--- src/rtl/bus_xfer_pkg.sv ---
// Shared definitions for the bus transfer sequencer: state encoding and
// the select-width helper used to size index ports.
package bus_xfer_pkg;

  typedef enum logic [2:0] {
    IDLE   = 3'd0,
    DRIVE  = 3'd1,
    LATCH  = 3'd2,
    DONE   = 3'd3,
    REJECT = 3'd4
  } xfer_state_t;

  // Index width for a bank of n registers; never narrower than one bit.
  function automatic int sel_width(input int n);
    return (n <= 1) ? 1 : $clog2(n);
  endfunction

endpackage

--- src/rtl/bus_sel_dec.sv ---
// Index-to-one-hot decoder for bank control lines; all-zero when valid is
// low or the index is outside the bank.
module bus_sel_dec
  import bus_xfer_pkg::*;
#(
  parameter int NUM_REGS = 4,
  parameter int SEL_W    = sel_width(NUM_REGS)
) (
  input  logic [SEL_W-1:0]    idx,
  input  logic                valid,
  output logic [NUM_REGS-1:0] onehot
);

  // Out-of-range indices match no bit, so they can never raise a line.
  always_comb begin
    onehot = '0;
    for (int i = 0; i < NUM_REGS; i++) begin
      if (valid && (int'(idx) == i)) begin
        onehot[i] = 1'b1;
      end
    end
  end

endmodule

--- src/rtl/bus_xfer_ctrl.sv ---
// Sequencer owning the en/load lines of a shared-bus register bank.
// Optional completed-transfer counter enabled by defining BUS_XFER_COUNT_EN.
module bus_xfer_ctrl
  import bus_xfer_pkg::*;
#(
  parameter int NUM_REGS = 4,
  parameter int SEL_W    = sel_width(NUM_REGS),
  parameter int CNT_W    = 16
) (
  input  logic                clk,
  input  logic                clr,
  input  logic                req,
  input  logic [SEL_W-1:0]    src_sel,
  input  logic [SEL_W-1:0]    dst_sel,
  output logic                ready,
  output logic [NUM_REGS-1:0] en,
  output logic [NUM_REGS-1:0] load,
  output logic                done,
  output logic                err
`ifdef BUS_XFER_COUNT_EN
  ,
  output logic [CNT_W-1:0]    xfer_cnt
`endif
);

  xfer_state_t state, next_state;

  logic [SEL_W-1:0]    src_q, dst_q;
  logic [SEL_W-1:0]    src_d, dst_d;
  logic                req_ok;
  logic                en_valid, load_valid;
  logic [NUM_REGS-1:0] en_d, load_d;

  // Indices are captured only on acceptance, so later sel changes are inert.
  always_comb begin
    next_state = state;
    src_d      = src_q;
    dst_d      = dst_q;
    req_ok     = (src_sel != dst_sel) &&
                 (int'(src_sel) < NUM_REGS) &&
                 (int'(dst_sel) < NUM_REGS);
    case (state)
      IDLE: begin
        if (req) begin
          src_d      = src_sel;
          dst_d      = dst_sel;
          next_state = req_ok ? DRIVE : REJECT;
        end
      end
      DRIVE:   next_state = LATCH;
      LATCH:   next_state = DONE;
      DONE:    next_state = IDLE;
      REJECT:  next_state = IDLE;
      default: next_state = IDLE;
    endcase
  end

  assign en_valid   = (next_state == DRIVE) || (next_state == LATCH);
  assign load_valid = (next_state == LATCH);

  bus_sel_dec #(
    .NUM_REGS (NUM_REGS),
    .SEL_W    (SEL_W)
  ) u_en_dec (
    .idx    (src_d),
    .valid  (en_valid),
    .onehot (en_d)
  );

  bus_sel_dec #(
    .NUM_REGS (NUM_REGS),
    .SEL_W    (SEL_W)
  ) u_load_dec (
    .idx    (dst_d),
    .valid  (load_valid),
    .onehot (load_d)
  );

  // Outputs are decoded from the upcoming state and registered with it, so
  // each control line is glitch-free and aligned with its state cycle.
  always_ff @(posedge clk) begin
    if (clr) begin
      state <= IDLE;
      src_q <= '0;
      dst_q <= '0;
      ready <= 1'b1;
      en    <= '0;
      load  <= '0;
      done  <= 1'b0;
      err   <= 1'b0;
    end else begin
      state <= next_state;
      src_q <= src_d;
      dst_q <= dst_d;
      ready <= (next_state == IDLE);
      en    <= en_d;
      load  <= load_d;
      done  <= (next_state == DONE);
      err   <= (next_state == REJECT);
    end
  end

`ifdef BUS_XFER_COUNT_EN
  // Counts on entry to DONE so the new value appears alongside the done pulse.
  always_ff @(posedge clk) begin
    if (clr) begin
      xfer_cnt <= '0;
    end else if (next_state == DONE) begin
      xfer_cnt <= xfer_cnt + 1'b1;
    end
  end
`endif

endmodule
--- config.mk ---
export PLATFORM = sky130hd
export DESIGN_NAME = bus_xfer_ctrl
export DESIGN_NICKNAME = d
export VERILOG_FILES = /design/src/rtl/bus_xfer_pkg.sv /design/src/rtl/bus_sel_dec.sv /design/src/rtl/bus_xfer_ctrl.sv
export SDC_FILE = /design/constraint.sdc
export NUM_CORES = 1
export LEC_CHECK = 0
export BUFFER_PORTS_ARGS = -buffer_cell sky130_fd_sc_hd__buf_4
export CAP_MARGIN = 20
export CORE_ASPECT_RATIO = 1.1
export CORE_MARGIN = 10
export CORE_UTILIZATION = 25
export CTS_BUF_LIST = sky130_fd_sc_hd__clkbuf_4 sky130_fd_sc_hd__clkbuf_8
export CTS_CLUSTER_DIAMETER = 60
export CTS_CLUSTER_SIZE = 25
export DETAILED_ROUTE_END_ITERATION = 7
export PLACE_DENSITY_LB_ADDON = 0.15
export SYNTH_ARGS = -nofsm -noshare
export SYNTH_HDL_FRONTEND = slang
export SYNTH_HIERARCHICAL = 1
export SYNTH_SLANG_ARGS = --single-unit
--- constraint.sdc ---
create_clock -name clk -period 2.2 [get_ports clk]
set_input_delay 0.44 -clock clk [delete_from_list [all_inputs] [get_ports clk]]
set_output_delay 0.44 -clock clk [all_outputs]
set_load 0.02 [all_outputs]
Word level (Yosys, flattened, before mapping)
Cells that the tools add are included.

Register bits: 18. Input bits: 7. Output and inout port bits: 11.

Equality and inequality tests: 13. Muxes and demuxes: 15. Reductions and logical operators: 13.

Operators with widths (number): == test 3 x 2 -> 1 bit (second input constant) (3); case mux 3 bit (3 select lines) (1); == test 2 bit (second input constant) (4); logical AND 1 bit (8); two-way mux 1 bit (8); two-way mux 2 bit (4); == test 3 x 1 -> 1 bit (second input constant) (2); zero test 3 bit (2); two-way mux 3 bit (2); == test 2 x 1 -> 1 bit (second input constant) (2); zero test 2 bit (2); == test 3 bit (second input constant) (1); inequality test 2 bit (1); logical OR 1 bit (1).

Logic depth before layout (Yosys ltp)
Depth after elaboration: 8. Mapped depth: 5. Mapped depth without buffers: 5.

By module
The synthesis kept the hierarchy.

By module, submodules not included: bus_xfer_ctrl (instances 1, cells an instance 54, area an instance 625.6 um^2); bus_sel_dec (instances 2, cells an instance 4, area an instance 37.5 um^2).

Worst setup path before layout
Ideal clock, no wire load.

Kind: reg2reg. Start: reg state[1]. End: reg load[3]. Library setup time: 126 ps. Arrival time: 1517 ps. Required time: 2074 ps. Slack: 557 ps. Stages on the path, launching flop included: 6. Buffers on the path: 1. Path through: dfxtp_1 -> clkbuf_2 -> nor4b_4 -> mux2_2 -> and3_2 -> nor2b_1.

Cells in the longest elaborated chain, start to end: 5. Elaborated cells between the ends (all ways): 10. Those cells by class: eq/ne: 4; mux: 4; reduce/logical: 2.

Ends and longest elaborated chain: start: declaration (RTL line bus_xfer_ctrl.sv:26) `xfer_state_t state, next_state;`; start signal: assignment (RTL line bus_xfer_ctrl.sv:92) `state <= next_state;`; zero test 3 bit (RTL line bus_xfer_ctrl.sv:42) `case (state)`; two-way mux 2 bit (RTL line bus_xfer_ctrl.sv:42); net dst_d[0] (RTL line bus_xfer_ctrl.sv:29) `logic [SEL_W-1:0] src_d, dst_d;`; == test 2 x 1 -> 1 bit (RTL line bus_sel_dec.sv:18) `if (valid && (int'(idx) == i)) begin`; logical AND 1 bit (RTL line bus_sel_dec.sv:18); two-way mux 1 bit (RTL line bus_sel_dec.sv:18); net load_d[3] (RTL line bus_xfer_ctrl.sv:32) `logic [NUM_REGS-1:0] en_d, load_d;`; end signal: assignment (RTL line bus_xfer_ctrl.sv:97) `load <= load_d;`; end: declaration (RTL line bus_xfer_ctrl.sv:17) `output logic [NUM_REGS-1:0] load,`.

The timed path passes the listed nets, and every way through them passes these cells. A chain may end at the register's enable or synchronous reset.

Worst setup path after layout
Start: reg state[1]. End: reg en[3].

Elaborated cells between the ends (all ways): 12. Those cells by class: eq/ne: 5; mux: 4; reduce/logical: 3.

RTL lines: zero test 3 bit (RTL line bus_xfer_ctrl.sv:42); two-way mux 2 bit (RTL line bus_xfer_ctrl.sv:42); net src_d[0] (RTL line bus_xfer_ctrl.sv:29); == test 2 x 1 -> 1 bit (RTL line bus_sel_dec.sv:18); logical AND 1 bit (RTL line bus_sel_dec.sv:18); two-way mux 1 bit (RTL line bus_sel_dec.sv:18); net en_d[3] (RTL line bus_xfer_ctrl.sv:32); end signal: assignment (RTL line bus_xfer_ctrl.sv:96) `en <= en_d;`; end: declaration (RTL line bus_xfer_ctrl.sv:16) `output logic [NUM_REGS-1:0] en,`.

The timed path passes the listed nets, and every way through them passes these cells.

==> results.yml <==
place:
  dp_hpwl_microns: 1010
  io_buffer_count: 17
  postPlaceCellArea_sq_um: 856
  preCtsSetupSlack_ns: 0.457
  place_congestion: 0.717
sta:
  period_needed_ns: 1.69
  rsz0062_at_grt: "no"
  layout_setup_ws_ns: 0.510
  fmax_mhz: 592
  setup_viol: 0
  period_share_pct: 76.8
  hold_violations: 0
  maxSlewHeadroom_pct: 75.2
  worst_pin_slew_ns: 0.370
  fin_skew_ns: 0.000357
  maxSlewViolCount: 0
  fin_tns_setup_ns: 0
worst_setup_path:
  critical_path.max_fanout: 7
  slowest_stage: "nor4b_4"
  r2r-start: "state[1]"
  cp-end-kind: "register"
  crit_chain: "nor4b_4, mux2_2, and3_2, nor2b_1"
  cp-startpoint: "state[1]"
  cp.required_ns: 2.39
  arrival_ns: 1.88
  worst_setup_path_start_kind: "register"
  worst-setup-path-type: "register to register"
  slowest_delay_ns: 0.44
cts:
  cts_num_sinks: 18
  clk_pin_slew_ns: 0.10
  cts-root-buf: "clkbuf_4"
  postCtsSetupBuffers: 0
  cts_resized: 0
  worstSkewPairLatency_ns: 0.29
  holdBufCountCts: 0
  clockBufferDepth: 2
  cts_max_level: 1
  cts_buffers: 3
  cts_tree: "done"
synth:
  netlist_area_sq_um: 701
  synth_area_leader_cell: "dfxtp_1"
  ys.flop_type: "dfxtp_1"
  synth.most_common_cell: "dfxtp_1"
  synth-edff-count: 0
  yosys-top-cells-count: "18 x dfxtp_1, 8 x nor2b_1, 4 x and2b_1, 4 x and3b_1, 4 x mux2_2"
  synth_top_area_share_pct: 51.4
  ys_seq_elements: 18
  syn-num-nets: 69
  ys_warn_count: 6
  yosysUniqueCellTypes: 19
  syn_area_per_cell_sq_um: 11.3
  yosysSeqAreaShare_pct: 51.4
  synth_cells: 62
  ys_top_cells_by_area: "dfxtp_1 51%, nor2b_1 7.1%, mux2_2 6.4%, and3b_1 5.0%, and2b_1 4.3%"
  ys_async_sr_fraction_pct: 0
floorplan:
  start_util_pct: 25.7
  num_rows: 20
  io_pins: 18
  die_w_microns: 70.5
  core_area_sq_um: 2730
  die-area_sq_um: 5320
  die_height_microns: 75.5
pwr:
  p_leak_nw: 0.403
  ir_drop_v: 0.000448
  powerDensity_nw_per_um2: 788
routing:
  vias: 474
  dr.pass1.iters: 3
  drt_iter0_markers: 15
  routed_wl_microns: 1320
  drcViolationCount: 0
  ant_nets: 0
  wire_per_inst_microns: 11.7
  via_per_inst: 4.19
cells_and_area:
  fin_area_sq_um: 892
  antenna_cells: 0
  fin_nets: 88
  drive_gt1_share_pct: 37.5
  area_growth_pct: 27.3
min_path:
  hp-class: "input pin to register"
  min-delay-start: "req"
grt:
  grt_pass1_wl_microns: 2240
  grt_max_degree: 18
  antenna_found_initial: 0
  grt.overflow.total: 0
  grt_pass1_vias: 487
  grtUsageTotal_pct: 5.36
outcome:
  outcome: "completed"
flow_run:
  max_cap_violations: 0
## placed cells by master, fill, tap and decap left out
cell      synthesis  final
nor2_1            3      3
nor4b_4           1      1
a211oi_1          1      1
nor3b_2           2      2
dfxtp_1          18     18
xnor2_1           3      3
and2b_1           4      4
and3_2            2      2
and2_1            2      2
o31ai_1           1      1
a21boi_0          1      1
nor3_1            2      2
nand3_1           1      1
buf_4             0     17
clkbuf_8          0      1
nor2b_1           8      8
clkbuf_4          0      3
mux2_2            4      4
o21a_1            2      2
and3b_1           4      4
## power breakdown
part	leakage [nW]	switching (W)	total, W	internal [W]
combinational	0.236	0.0000627	0.000134	0.0000714
sequential	0.147	0.0000161	0.000365	0.000349
clock	0.0210	0.000103	0.000204	0.000101
total	0.403	0.000182	0.000703	0.000521
## kinds of logic (layout without fill, tap and decap cells)
kind of cell / after synthesis / count (layout) / synth area share (%)
xor gates and xnor gates: 3 / 3 / 3.75
buffers and inverters: 3 / 21 / 1.96
AOI/OAI and AO/OA: 5 / 5 / 5.36
and+or+nand+nor: 29 / 29 / 31.1
DFF: 18 / 18 / 51.4
muxes: 4 / 4 / 6.43
## path summary, 6_finish.rpt
path | end | slack [ns] | cells after the start
setup / recovery | en[3] | 0.51 | 4
setup reg to reg | en[3] | 0.51 | 4
hold / removal | ready | 0.33 | 2
hold reg to reg | state[1] | 0.58 | 1
## per-layer routing
| layer | GRT usage, % | wire length [microns] | vias to the layer above | part of all wire (%) |
|---|---|---|---|---|
| met5 | 0 | 0 | - | 0 |
| met4 | 1.32 | 15 | 0 | 1.1 |
| met1 | 5.43 | 586 | 214 | 44 |
| met2 | 8.38 | 562 | 15 | 43 |
| met3 | 4.43 | 153 | 2 | 12 |
| li1 | - | - | 243 | - |
## critical path: cells and delay by family (launching register included)
family	cells	cell delay [ns]
multiplexers	1	0.43
flip-flops	1	0.40
AND/OR/NAND/NOR	3	0.76
## metrics by stage
stage | hold slack [ns] | util [%] | total power (W) | std cells
after CTS | 0.322 | 32.7 | 0.000715 | 113
after global routing | 0.314 | 32.7 | 0.000746 | 113
final | 0.328 | 32.7 | 0.000703 | 113
after floorplan | 0.512 | - | 0.000467 | 62
after global placement | 0.576 | 31.4 | 0.000510 | 109
after detailed placement | 0.570 | 31.4 | 0.000510 | 109
## sequential cells by signal (all words and copies together), names as in the netlist
signal and count:
ready 1, src_q 2, state 3, dst_q 2
done 1, en 4, err 1, load 4
## area by class of cell
class	count	area, sq um
multi-input cells	41	327
repair buffers	17	128
clock buffers	4	36.3
flip-flops and latches	18	360
fillers	288	1840
well taps	33	41.3
(Power assumes the default switching activity.)
